[config.mk]
export PLATFORM = sky130hd
export DESIGN_NAME = fsmplusd_control_unit
export DESIGN_NICKNAME = d
export VERILOG_FILES = /design/src/rtl/fsmplusd_pkg.sv /design/src/rtl/fsmplusd_iter_cnt.sv /design/src/rtl/fsmplusd_control_unit.sv
export SDC_FILE = /design/constraint.sdc
export NUM_CORES = 1
export LEC_CHECK = 0
export CAP_MARGIN = 15
export CORE_AREA = 3 3 49 47
export CTS_CLUSTER_SIZE = 8
export DETAILED_ROUTE_END_ITERATION = 16
export DIE_AREA = 0 0 52 50
export PLACE_DENSITY = 0.7
export SYNTH_ARGS = -nofsm -noshare
export SYNTH_HDL_FRONTEND = slang
export SYNTH_SLANG_ARGS = --single-unit
[constraint.sdc]
create_clock -name clock -period 2.3 [get_ports clock]
set_input_delay 0.345 -clock clock [delete_from_list [all_inputs] [get_ports clock]]
set_output_delay 0.345 -clock clock [all_outputs]
set_load 0.005 [all_outputs]
[src/rtl/fsmplusd_pkg.sv]
// Shared types for the FSM+D controller: state encoding, datapath select codes,
// the registered control bundle, and the next-state/output decode helpers.
package fsmplusd_pkg;

    typedef enum logic [2:0] {
        IDLE, LOAD, ACCUM, SWAP_D, MUL, LOAD_E, SUM, DONE
    } state_t;

    localparam logic [1:0] SEL1_MUL  = 2'd0;
    localparam logic [1:0] SEL1_ADD3 = 2'd1;
    localparam logic [1:0] SEL1_ADD2 = 2'd2;
    localparam logic [1:0] SEL1_A    = 2'd3;
    localparam logic [1:0] SEL2_MUL  = 2'd0;
    localparam logic [1:0] SEL2_ADD3 = 2'd1;
    localparam logic [1:0] SEL2_C    = 2'd2;
    localparam logic [1:0] SEL3_E    = 2'd0;
    localparam logic [1:0] SEL3_D    = 2'd1;
    localparam logic [1:0] SEL3_B    = 2'd2;

    typedef struct packed {
        logic [1:0] sel1;
        logic [1:0] sel2;
        logic [1:0] sel3;
        logic       ldr1;
        logic       ldr2;
        logic       ldr3;
        logic       busy;
        logic       done;
    } ctl_t;

    // abort only matters once a run is in flight; IDLE and DONE ignore it.
    function automatic state_t next_state(state_t s, logic start, logic abort,
                                          logic cnt_zero, logic cnt_one);
        next_state = s;
        if (abort && s != IDLE && s != DONE) begin
            next_state = IDLE;
        end else begin
            case (s)
                IDLE:    if (start) next_state = LOAD;
                LOAD:    next_state = cnt_zero ? SWAP_D : ACCUM;
                ACCUM:   if (cnt_one) next_state = SWAP_D;
                SWAP_D:  next_state = MUL;
                MUL:     next_state = LOAD_E;
                LOAD_E:  next_state = SUM;
                SUM:     next_state = DONE;
                DONE:    next_state = IDLE;
                default: next_state = IDLE;
            endcase
        end
    endfunction

    function automatic ctl_t decode(state_t s);
        decode = '0;
        case (s)
            LOAD: begin
                decode.sel1 = SEL1_A;
                decode.sel2 = SEL2_C;
                decode.sel3 = SEL3_B;
                decode.ldr1 = 1'b1;
                decode.ldr2 = 1'b1;
                decode.ldr3 = 1'b1;
                decode.busy = 1'b1;
            end
            ACCUM: begin
                decode.sel1 = SEL1_ADD3;
                decode.sel2 = SEL2_ADD3;
                decode.ldr1 = 1'b1;
                decode.ldr2 = 1'b1;
                decode.busy = 1'b1;
            end
            SWAP_D: begin
                decode.sel3 = SEL3_D;
                decode.ldr3 = 1'b1;
                decode.busy = 1'b1;
            end
            MUL: begin
                decode.sel1 = SEL1_MUL;
                decode.sel2 = SEL2_MUL;
                decode.ldr1 = 1'b1;
                decode.ldr2 = 1'b1;
                decode.busy = 1'b1;
            end
            LOAD_E: begin
                decode.sel3 = SEL3_E;
                decode.ldr3 = 1'b1;
                decode.busy = 1'b1;
            end
            SUM: begin
                decode.sel1 = SEL1_ADD2;
                decode.ldr1 = 1'b1;
                decode.busy = 1'b1;
            end
            DONE:    decode.done = 1'b1;
            default: decode = '0;
        endcase
    endfunction

endpackage

[src/rtl/fsmplusd_iter_cnt.sv]
// Loadable down-counter holding the remaining accumulate iterations.
module fsmplusd_iter_cnt #(
    parameter int W = 4
) (
    input  logic         clock,
    input  logic         reset,
    input  logic         load,
    input  logic         dec,
    input  logic [W-1:0] din,
    output logic         zero,
    output logic         one
);

    logic [W-1:0] count;

    always_ff @(posedge clock or posedge reset) begin
        if (reset) begin
            count <= '0;
        end else if (load) begin
            count <= din;
        end else if (dec && !zero) begin
            count <= count - 1'b1;
        end
    end

    assign zero = (count == '0);
    assign one  = (count == W'(1));

endmodule

[src/rtl/fsmplusd_control_unit.sv]
// FSM+D controller: sequences the R1/R2/R3 datapath through load, N accumulates,
// multiply and sum. Define FSMPLUSD_ABORT_EN to let abort cancel a run in flight.
module fsmplusd_control_unit
    import fsmplusd_pkg::*;
#(
    parameter int CNT_W = 4
) (
    input  logic             clock,
    input  logic             reset,
    input  logic             start,
    input  logic [CNT_W-1:0] iter,
    input  logic             abort,
    output logic [1:0]       sel1,
    output logic [1:0]       sel2,
    output logic [1:0]       sel3,
    output logic             ldR1,
    output logic             ldR2,
    output logic             ldR3,
    output logic             busy,
    output logic             done
);

    state_t state;
    ctl_t   ctl;
    logic   cnt_zero;
    logic   cnt_one;
    logic   abort_req;

`ifdef FSMPLUSD_ABORT_EN
    assign abort_req = abort;
`else
    logic unused_abort;
    assign unused_abort = abort;
    assign abort_req    = 1'b0;
`endif

    fsmplusd_iter_cnt #(.W(CNT_W)) u_iter_cnt (
        .clock (clock),
        .reset (reset),
        .load  (state == IDLE && start),
        .dec   (state == ACCUM),
        .din   (iter),
        .zero  (cnt_zero),
        .one   (cnt_one)
    );

    // Controls are registered from the next state so they line up with the state register.
    always_ff @(posedge clock or posedge reset) begin
        if (reset) begin
            state <= IDLE;
            ctl   <= '0;
        end else begin
            state <= next_state(state, start, abort_req, cnt_zero, cnt_one);
            ctl   <= decode(next_state(state, start, abort_req, cnt_zero, cnt_one));
        end
    end

    assign sel1 = ctl.sel1;
    assign sel2 = ctl.sel2;
    assign sel3 = ctl.sel3;
    assign ldR1 = ctl.ldr1;
    assign ldR2 = ctl.ldr2;
    assign ldR3 = ctl.ldr3;
    assign busy = ctl.busy;
    assign done = ctl.done;

endmodule

== Word level (Yosys, flattened, before mapping) ==
Index checks and enable logic that the tools add are counted.
Storage, ports and cells
  flip-flop bits (word level): 18
  input port bits: 8
  word-level logic and storage cells: 50
Cells by class
  add/sub/neg operators: 1
  equality and inequality tests: 15
  multiplexer cells: 14
  reductions and logical operators: 10
Operator list (count)
  $eq A3 B3 Y1 const B: 8
  $pmux W3 S8: 1
  $eq A3 B2 Y1 const B: 4
  $mux W4: 2
  $pmux W2 S2: 2
  $eq A3 B1 Y1 const B: 2
  $mux W1: 6
  $mux W3: 2
  $pmux W2 S3: 1
  $reduce_or A3 Y1: 2
  $reduce_or A6 Y1: 1
  $eq A4 B1 Y1 const B: 1
  $logic_not A4 Y1: 1
  $reduce_or A4 Y1: 1
  $sub A4 B1 Y4 const B: 1
  $logic_not A3 Y1: 1
  $logic_and A1 B1 Y1: 2
  $reduce_bool A2 Y1: 1
  $logic_not A1 Y1: 1

== Longest topological paths before layout ==
  depth after elaboration: 6
  depth in mapped cells: 7
  depth with buffers taken out: 7

== Modules after synthesis ==
A second synthesis with hierarchy kept.
Unflattened totals
  cells, all modules: 87
  area, all modules: 929.6 um^2
Modules (own cells, without submodules)
  fsmplusd_control_unit: times used 1, cells an instance 56, area an instance 655.6 um^2
  fsmplusd_iter_cnt: times used 1, cells an instance 31, area an instance 274.0 um^2

== Worst setup path before layout ==
Ideal clock, no wire load.
  kind: register -> register
  start point: reg state[0]
  end point: reg ctl (netlist bit ldR2)
  setup time: 0.126 ns
  arrival time: 1.593 ns
  data required time: 2.174 ns
  setup slack: 0.581 ns
  cell stages (with the launch flop): 8
  period minus slack after synthesis: 1.719 ns
  cell sequence: dfrtp_1 > inv_1 > ha_1 > nand2b_4 > a211o_1 > a32oi_4 > nand2b_4 > nand3_2
Between the ends
  cells in the longest elaborated chain, start to end: 5
  elaborated cells between the ends (all ways): 16
RTL lines
  start: declaration: line fsmplusd_control_unit.sv:23  | state_t state;
  start signal: assignment: line fsmplusd_control_unit.sv:53  | state <= next_state(state, start, abort_req, cnt_zero, cnt_one);
  $eq A3 B3 Y1, or another cell as far along: line fsmplusd_pkg.sv:38  | case (s)
  $pmux W3 S8 (*)
  $eq A3 B2 Y1, or another cell as far along: line fsmplusd_pkg.sv:54  | case (s)
  $reduce_or A3 Y1 (no source line) (*)
  $mux W1 (*): line fsmplusd_pkg.sv:54
  end signal: assignment: line fsmplusd_control_unit.sv:54  | ctl <= decode(next_state(state, start, abort_req, cnt_zero, cnt_one));
  end: declaration: line fsmplusd_control_unit.sv:24  | ctl_t ctl;
Mark *: on every way between the ends. The rest lies on a longest branch, timed or not.
A chain may end at the register's enable or synchronous reset.

== Final worst setup path ==
Same ends and word-level chain as after synthesis.

==> impl_metrics.tcl <==
set metrics [dict create \
    peakVddDrop_mv 0.763 \
    grt_usage_pct 14.4 \
    ys_ff_latch 18 \
    grt_max_degree 19 \
    cts.repair.resized 0 \
    die_h_um 50 \
    antenna_cells 0 \
    clk_pin_slew_worst_paths_ns 0.10 \
    yosysWarnings 0 \
    drtIter0Drc 2 \
    syn_inst 79 \
    synth_top_family_by_area "simple AND/OR/NAND/NOR gates" \
    cts.sinks 18 \
    worstPathArrival_ns 2.10 \
    fill_cells 167 \
    fin_crit_sh_pct 83.9 \
    io_buffers 17 \
    cts.path.max_buffers 2 \
    drcViolationCount 0 \
    cp_data_required_time_ns 2.47 \
    cts_tree "yes" \
    hold_path_class "in2async" \
    yosysMostFrequentCell "dfrtp_1" \
    synth_edf_count 0 \
    wl_met2_um 795 \
    synth_fa_ha_area_share_pct 10.2 \
    routed_via_density 4.67 \
    critical_path_class "reg2reg" \
    rsz0062_at_grt "false" \
    syn_area_per_cell_um2 10.8 \
    vias 589 \
    fmax_ghz 0.518 \
    synth_flop_cell "dfrtp_1" \
    clk_latency_ns 0.29 \
    top_layer "met4" \
    synth_area_um2 857 \
    cp-start-kind "flop" \
    async_flop_share_pct 100 \
    synth_xor_area_share_pct 3.07 \
    grt_overflow 0 \
    synthSimpleGateAreaFrac_pct 16.5 \
    routed_wirelength_mm 1.56 \
    areaGrowthSynthToFinish_pct 28.6 \
    slew_headroom_pct 55.0 \
    wl_met1_um 671 \
    rows 15 \
    fin_tns_setup_ns 0 \
    status "complete, no violations" \
    finalHoldViolCount 0 \
    tightest_slew_ns 0.675 \
    crit_fanout 8 \
    wl_per_cell_um 12.3 \
    place_congestion 0.812 \
    fin_skew_ns 0.00585 \
    wl_met3_um 74 \
    yosysSeqAreaShare_pct 52.6 \
    die_w_um 52 \
    p_per_area_nw_per_um2 1460 \
    finalSetupViolations 0 \
    clock-root-buffer "clkbuf_4" \
    synth_commonest_cells "dfrtp_1, inv_1, nor2_1" \
    hpwl_mm 1.21 \
    ys_types 24 \
    die_area_um2 2600 \
    final_util_pct 59.3 \
    cts_htree_levels 1 \
    synth.top_cell.area_share_pct 52.6 \
    ios 19 \
    grt_pass1_wl_mm 2.73 \
    start_util_pct 46.1 \
    layout-drive-gt1-share_pct 11.9 \
    syn_nets 94 \
    ctsHoldBuffers 0 \
    grt_pass1_vias 604 \
    p_leak_nw 0.543 \
    synth-compound-area-share_pct 11.5 \
    postRouteAntennaNets 0 \
    synthMuxAreaShare_pct 1.31 \
    synthTopCellsByArea "dfrtp_1, ha_1, inv_1" \
    drtPass1Iterations 3 \
    crit_path_end_kind "flop" \
    drv_slew 0 \
    maxCapViolations 0 \
    post-cts-setup-buffers 0 \
    antenna_found_initial 0 \
    nNetsFinal 117 \
    synth_top_cell_by_area "dfrtp_1" \
    core_area_um2 1860 \
    cts_buffers 3 \
    fin_crit_ns 1.93 \
]
[final timing paths]
| path | from | end | slack [ns] | cells after the start |
|---|---|---|---|---|
| setup / recovery | state[0] | ldR2 | 0.37 | 7 |
| hold / removal | reset | u_iter_cnt.count[0] | 0.45 | 2 |
| setup reg to reg | state[0] | ldR2 | 0.37 | 7 |
| hold reg to reg | u_iter_cnt.count[0] | u_iter_cnt.count[0] | 0.65 | 2 |
| max in group asynchronous | reset | sel1[1] | 1.41 | 2 |
| min in group clock | iter[0] | u_iter_cnt.count[0] | 0.62 | 3 |
[routing by layer]
| metal | vias to the layer above | track usage [%] |
|---|---|---|
| met4 | 0 | 3.93 |
| met3 | 2 | 6.04 |
| met2 | 13 | 22.6 |
| met5 | - | 0 |
| met1 | 272 | 17.9 |
| li1 | 302 | - |
[power by group]
part / switching (W) / leakage [nW] / internal, W
Sequential: 0.0000859 / 0.219 / 0.000460
Clock: 0.0000926 / 0.0210 / 0.0000963
Combinational: 0.000453 / 0.303 / 0.000417
Total: 0.000632 / 0.543 / 0.000974
[through the flow]
| stage | instances | hold WS, ns | worst slack, ns | cell area, µm² | power (W) |
|---|---|---|---|---|---|
| floorplan | 79 | 0.284 | 0.581 | 857 | 0.00113 |
| global placement | 122 | 0.609 | 0.456 | 1070 | 0.00139 |
| detailed placement | 122 | 0.640 | 0.393 | 1070 | 0.00143 |
| CTS | 126 | 0.474 | 0.364 | 1100 | 0.00164 |
| global route | 126 | 0.480 | 0.236 | 1100 | 0.00177 |
| finish | 126 | 0.455 | 0.370 | 1100 | 0.00161 |
[registers in the layout (all words and copies together), names as in the netlist]
name and cells:
u_iter_cnt.count 4, state 3, sel1 2, sel2 2, sel3 2, busy 1, done 1, ldR1 1
ldR2 1, ldR3 1
[cell type report]
class / instances / area, µm² / area share [%]
clock buffers: 4 / 36.3 / 3.29
inverters: 11 / 41.3 / 3.75
multi-input cells: 50 / 365 / 33.1
flip-flops and latches: 18 / 450 / 40.9
well taps: 25 / 31.3 / 2.84
repair buffers: 18 / 178 / 16.1
[worst max-delay path: stages, from the launching register on]
cell and delay (ns):
dfrtp_1 0.44, inv_1 0.10, ha_1 0.25, nand2b_4 0.06
a211o_1 0.31, a32oi_4 0.33, nand2b_4 0.24, nand3_2 0.08
[cells in the final DEF (no fill, tap or decap), types with 2 or more instances in the layout]
cell / instances
dfrtp_1: 18
clkdlybuf4s50_1: 17
inv_1: 10
nor2_1: 10
a21oi_1: 7
ha_1: 7
nand2_1: 5
clkbuf_4: 3
nand3_1: 2
nand2b_4: 2
nor3_1: 2
xor2_1: 2
[logic make-up (layout without fill, tap and decap cells)]
| logic type | Yosys count | count (layout) |
|---|---|---|
| AOI/OAI and AO/OA | 13 | 13 |
| xor gates and xnor gates | 3 | 3 |
| adders and majority gates | 7 | 7 |
| buffers and inverters | 11 | 33 |
| DFF | 18 | 18 |
| muxes | 1 | 1 |
| and+or+nand+nor | 26 | 26 |
Note: power is estimated with default switching activity, not from simulation.
==> variant 1 (same flow settings) <==
Add a define of `FSMPLUSD_ABORT_EN`.
--- a/src/rtl/fsmplusd_control_unit.sv
+++ b/src/rtl/fsmplusd_control_unit.sv
@@ -1,4 +1,6 @@
 // FSM+D controller: sequences the R1/R2/R3 datapath through load, N accumulates,
 // multiply and sum. Define FSMPLUSD_ABORT_EN to let abort cancel a run in flight.
+`define FSMPLUSD_ABORT_EN
+
 module fsmplusd_control_unit
     import fsmplusd_pkg::*;
Formal check against the unedited RTL: not equivalent (a bounded check fails within 4 cycles, from zero or initial values and one cycle with reset high).
==> variant 1 against the unedited design <==
Design area is 4.0% higher. Clock skew down 0.0052 ns. Routed wire length rose by 6.3%. Via count increased by 10%. Critical endpoint is now u_iter_cnt.count[2]$_DFFE_PP0P_. Sequential cell count stayed put. Synthesized cell count increased by 8.9%. Largest power group unchanged. Clock power down 22%. Setup slack worse by 0.015 ns. Total power up 1.3%. Synthesized area up 7.3%. Critical path depth unchanged. Sequential share of layout area is 1.6 points lower.
==> variant 1: results <==
metrics = {
    "sta": {
        "worst_hold_slack_ns": 0.4354,
        "worst_clock_skew_ns": 0.0006765,
        "worst_pin_slew_ns": 0.6427,
    },
    "logic_synthesis": {
        "synth.area.top_cells": "sky130_fd_sc_hd__dfrtp_1 (49%), sky130_fd_sc_hd__ha_1 (9.5%), sky130_fd_sc_hd__a21oi_1 (4.4%)",
        "yosys_warnings": 0,
        "post_synthesis_net_count": 101,
        "yosysSeqAreaShare": 0.4898,
        "synth.distinct_cells": 31,
        "synth_commonest_cells": "sky130_fd_sc_hd__dfrtp_1 (18), sky130_fd_sc_hd__inv_1 (9), sky130_fd_sc_hd__nor2_1 (9)",
        "synth-async-reset-ratio": 1.000,
        "syn_avg_cell_area_um2": 10.69,
    },
    "route": {
        "avgViaCountPerCell": 4.954,
        "iteration_0_drc_markers": 5,
        "drt_pass1_iterations": 4,
        "wl_um": 1653,
        "vias": 649,
    },
    "cts": {
        "cts_inserted_buffers": 3,
        "cts-htree-levels": 1,
        "hold_buffers": 0,
        "cts-resized-gates": 0,
        "post-cts-setup-buffer-count": 0,
        "clk_pin_slew_ns": 0.09,
        "clk_root_buffer_cell": "sky130_fd_sc_hd__clkbuf_4",
        "clk_latency_ns": 0.28,
    },
    "finish": {
        "final_nets": 123,
        "drive_gt1_frac": 0.1132,
        "biggestRegsByFlops": "u_iter_cnt.count x4, state x3",
        "antenna_cells": 0,
        "num-fill-cells": 166,
    },
    "worst_setup_path": {
        "setup.reg_to_reg.worst_slack_ns": 0.36,
        "worst-endpoint-arrival_ns": 2.12,
        "r2r.worst_path.cells": 7,
        "timing.critical_path.fanout_max": 5,
        "timing.rr.end": "u_iter_cnt.count[2]$_DFFE_PP0P_",
        "rr_startpoint": "state[0]$_DFF_PP0_",
    },
    "place": {
        "io_buffers": 18,
        "total_half_perimeter_wirelength_after_legalization_and_detailed_placement_um": 1316,
        "place_inst": 128,
        "gp_congestion": 0.7791,
    },
    "global_route": {
        "first_global_vias": 657,
        "antenna_found_initial": 0,
        "pin_count_of_the_biggest_net_entering_global_routing": 19,
        "grt_pass1_wl_um": 2870,
        "globalRouteTotalUtil": 0.1473,
    },
    "power": {
        "irDropWorstVdd_mv": 0.9404,
        "power.leakage_nw": 0.5119,
    },
    "run_status": {
        "run_status": "complete, no violations",
    },
}
## variant 1: worst max path at each step
stage                                      end  slack, ns                from  cells past startpoint
3_5_place_dp                    ldR2$_DFF_PP0_       0.36  state[0]$_DFF_PP0_                      7
3_3_place_gp                    ldR2$_DFF_PP0_       0.42  state[0]$_DFF_PP0_                      7
2_1_floorplan  u_iter_cnt.count[2]$_DFFE_PP0P_       0.48  state[0]$_DFF_PP0_                      7
5_1_grt                         ldR2$_DFF_PP0_       0.17  state[0]$_DFF_PP0_                      7
4_1_cts                         ldR2$_DFF_PP0_       0.34  state[0]$_DFF_PP0_                      7
6_report       u_iter_cnt.count[2]$_DFFE_PP0P_       0.36  state[0]$_DFF_PP0_                      7
## variant 1: final cells by class
class,count,area share
repair buffers,19,0.1638
clock buffers,3,0.01965
flip-flops and latches,18,0.3930
well taps,25,0.02729
inverters,9,0.02948
multi-input cells,57,0.3668
## variant 1: critical path, cell delays in order (launching register included)
cell and delay [ns]:
sky130_fd_sc_hd__dfrtp_1 0.41, sky130_fd_sc_hd__inv_1 0.12, sky130_fd_sc_hd__ha_1 0.21, sky130_fd_sc_hd__or2b_2 0.31, sky130_fd_sc_hd__nor2b_1 0.29, sky130_fd_sc_hd__nand2_1 0.11
sky130_fd_sc_hd__xnor2_1 0.13, sky130_fd_sc_hd__mux2_2 0.26
## variant 1: power breakdown
part / internal, mW / switching, mW
clock: 0.0608 / 0.0876
sequential: 0.463 / 0.0845
combinational: 0.460 / 0.471
total: 0.983 / 0.643
## variant 1: cells by family (layout without fill, tap and decap cells)
kind of cell    Yosys count  count (layout)  synth area share
buf+inv                  11              31           0.05305
simple gates             26              26            0.1538
xor+xnor                  4               4           0.03810
mux                       3               3           0.03537
compound gates           17              17            0.1347
fa+ha+maj                 7               7           0.09523
flops                    18              18            0.4898
## variant 1: metrics by stage
step	worst slack (ns)	cell area (µm²)	util
final	0.3555	1146	0.6168
after global routing	0.1746	1146	0.6168
after CTS	0.3366	1146	0.6168
after detailed placement	0.3585	1124	0.6047
after global placement	0.4210	1124	0.6047
after floorplan	0.4827	919.6	-
## variant 1: layer usage
metal | share of wire | track usage | wire [µm] | vias up
met1 | 0.49 | 0.1992 | 803 | 307
met5 | 0 | 0 | 0 | -
met3 | 0.025 | 0.03625 | 41 | 4
li1 | - | - | - | 328
met4 | 0.014 | 0.05240 | 23 | 0
met2 | 0.47 | 0.2259 | 784 | 10
==> variant 2 (same settings) <==
Made on the original files. Make the reset (`reset`) synchronous in 2 clocked blocks.
--- a/src/rtl/fsmplusd_iter_cnt.sv
+++ b/src/rtl/fsmplusd_iter_cnt.sv
@@ -14,5 +14,5 @@
     logic [W-1:0] count;
 
-    always_ff @(posedge clock or posedge reset) begin
+    always_ff @(posedge clock) begin
         if (reset) begin
             count <= '0;
--- a/src/rtl/fsmplusd_control_unit.sv
+++ b/src/rtl/fsmplusd_control_unit.sv
@@ -46,5 +46,5 @@
 
     // Controls are registered from the next state so they line up with the state register.
-    always_ff @(posedge clock or posedge reset) begin
+    always_ff @(posedge clock) begin
         if (reset) begin
             state <= IDLE;
Check against the original RTL: differs if reset is asserted again (counterexample within 4 cycles, from zero or initial values and one cycle with reset high); with reset held inactive, the same outputs for 10 cycles.
==> variant 2 against the unedited design <==
Sequential cell count is the same. Via count grew 22%. Design area decreased by 2.3%. Largest cell class is now multi-input gates. Routed wire length up 12%. Setup slack improved by 0.18 ns. Highest routed layer unchanged. Worst hold slack better by 0.15 ns. Synthesized area rose by 1.3%.
Power is not compared: it rests on default switching activity, and its combinational part moved more than twofold at a synthesized area within 25%.
==> variant 2: results <==
metrics = {
    "sta": {
        "worst_pin_slew_ns": 0.6167,
        "worst_hold_slack_ns": 0.6018,
        "relSlewSlack": 0.5871,
        "worst_clock_skew_ns": 0.001465,
    },
    "cts": {
        "cts-resized-gates": 0,
        "cts-htree-levels": 1,
        "clk_root_buffer_cell": "sky130_fd_sc_hd__clkbuf_4",
        "clk_latency_ns": 0.28,
        "cts.path.max_buffers": 2,
    },
    "finish": {
        "drive_gt1_frac": 0.1296,
        "final_nets": 121,
        "biggestRegsByFlops": "u_iter_cnt.count x4, state x3",
    },
    "place": {
        "placed_cell_area_um2": 1055,
        "minimum_setup_slack_after_placement_ns": 0.5359,
        "io_buffers": 17,
        "place_inst": 130,
        "total_half_perimeter_wirelength_after_legalization_and_detailed_placement_um": 1230,
        "gp_congestion": 0.7494,
    },
    "logic_synthesis": {
        "synth-adder-area-share": 0.04323,
        "synth.distinct_cells": 39,
        "synth_xor_xnor_area_share": 0.02017,
        "post_synthesis_net_count": 103,
        "yosysSeqAreaShare": 0.4150,
        "synth-async-reset-ratio": 0,
        "synth.area.top_cells": "sky130_fd_sc_hd__dfxtp_1 (41%), sky130_fd_sc_hd__ha_1 (4.3%), sky130_fd_sc_hd__nor2_1 (4.3%)",
        "synth_compound_gate_area_share": 0.1931,
        "synth_commonest_cells": "sky130_fd_sc_hd__dfxtp_1 (18), sky130_fd_sc_hd__nor2_1 (10), sky130_fd_sc_hd__a21oi_1 (7)",
        "syn-instance-count": 92,
        "muxShareOfSynthArea": 0.01153,
    },
    "worst_setup_path": {
        "timing.critical_path.fanout_max": 8,
        "r2r.worst_path.cells": 5,
        "worst-endpoint-arrival_ns": 1.92,
        "setup.reg_to_reg.worst_slack_ns": 0.55,
        "critical_path.slowest_cell": "sky130_fd_sc_hd__or3b_1",
        "timing.rr.end": "ldR1$_SDFF_PP0_",
        "rr_startpoint": "u_iter_cnt.count[0]$_SDFFE_PP0P_",
        "crit_path_max_incr_delay_ns": 0.49,
    },
    "route": {
        "avgViaCountPerCell": 5.421,
        "drc": 0,
        "wl_um": 1740,
        "iteration_0_drc_markers": 19,
        "drt_pass1_iterations": 4,
        "vias": 721,
    },
    "global_route": {
        "globalRouteTotalUtil": 0.1499,
        "global_route.overflow_total": 0,
        "grt_pass1_wl_um": 2877,
        "first_global_vias": 674,
        "antenna_found_initial": 0,
        "pin_count_of_the_biggest_net_entering_global_routing": 17,
    },
    "min_path": {
        "hold_path_end": "u_iter_cnt.count[1]$_SDFFE_PP0P_",
        "worstHoldPathType": "register to register",
    },
    "run_status": {
        "run_status": "complete, no violations",
    },
    "power": {
        "pg_seq_mw": 0.412,
        "irDropWorstVdd_mv": 0.3946,
    },
}
==> variant 2: critical path, delay by kind of cell (launching register included) <==
family / cells / cell delay [ns]
and+or+nand+nor: 1 / 0.49
AOI/OAI and AO/OA: 2 / 0.52
adders and majority gates: 1 / 0.18
DFF: 1 / 0.34
buffers and inverters: 1 / 0.12
==> variant 2: per-layer routing <==
metal,wire length [µm],GRT usage
met4,14,0.08734
met5,0,0
met3,95,0.03323
met1,832,0.1867
met2,797,0.2322
==> variant 2: area by class of cell <==
| class | count | area, µm² |
|---|---|---|
| Tap cell | 25 | 31.28 |
| Sequential cell | 18 | 360.3 |
| Clock buffer | 3 | 22.52 |
| Timing Repair Buffer | 20 | 192.7 |
| Fill cell | 173 | 780.7 |
| Multi-Input combinational cell | 64 | 459.2 |
| Inverter | 3 | 11.26 |
==> variant 2: per-stage QoR <==
stage / utilization / total power [mW]
2_1_floorplan: - / 0.6370
3_3_place_gp: 0.5677 / 0.7415
3_5_place_dp: 0.5677 / 0.7514
4_1_cts: 0.5798 / 0.9036
5_1_grt: 0.5798 / 0.9635
6_report: 0.5798 / 0.8990
==> variant 2: how the worst max path moves through the flow <==
stage / startpoint / to / slack, ns / depth (start not counted)
floorplan: u_iter_cnt.count[0]$_SDFFE_PP0P_ / ldR1$_SDFF_PP0_ / 0.73 / 6
global placement: start / u_iter_cnt.count[0]$_SDFFE_PP0P_ / 0.54 / 4
detailed placement: start / u_iter_cnt.count[3]$_SDFFE_PP0P_ / 0.54 / 4
CTS: u_iter_cnt.count[0]$_SDFFE_PP0P_ / ldR1$_SDFF_PP0_ / 0.58 / 5
global route: state[0]$_SDFF_PP0_ / u_iter_cnt.count[3]$_SDFFE_PP0P_ / 0.48 / 3
finish: u_iter_cnt.count[0]$_SDFFE_PP0P_ / ldR1$_SDFF_PP0_ / 0.55 / 5
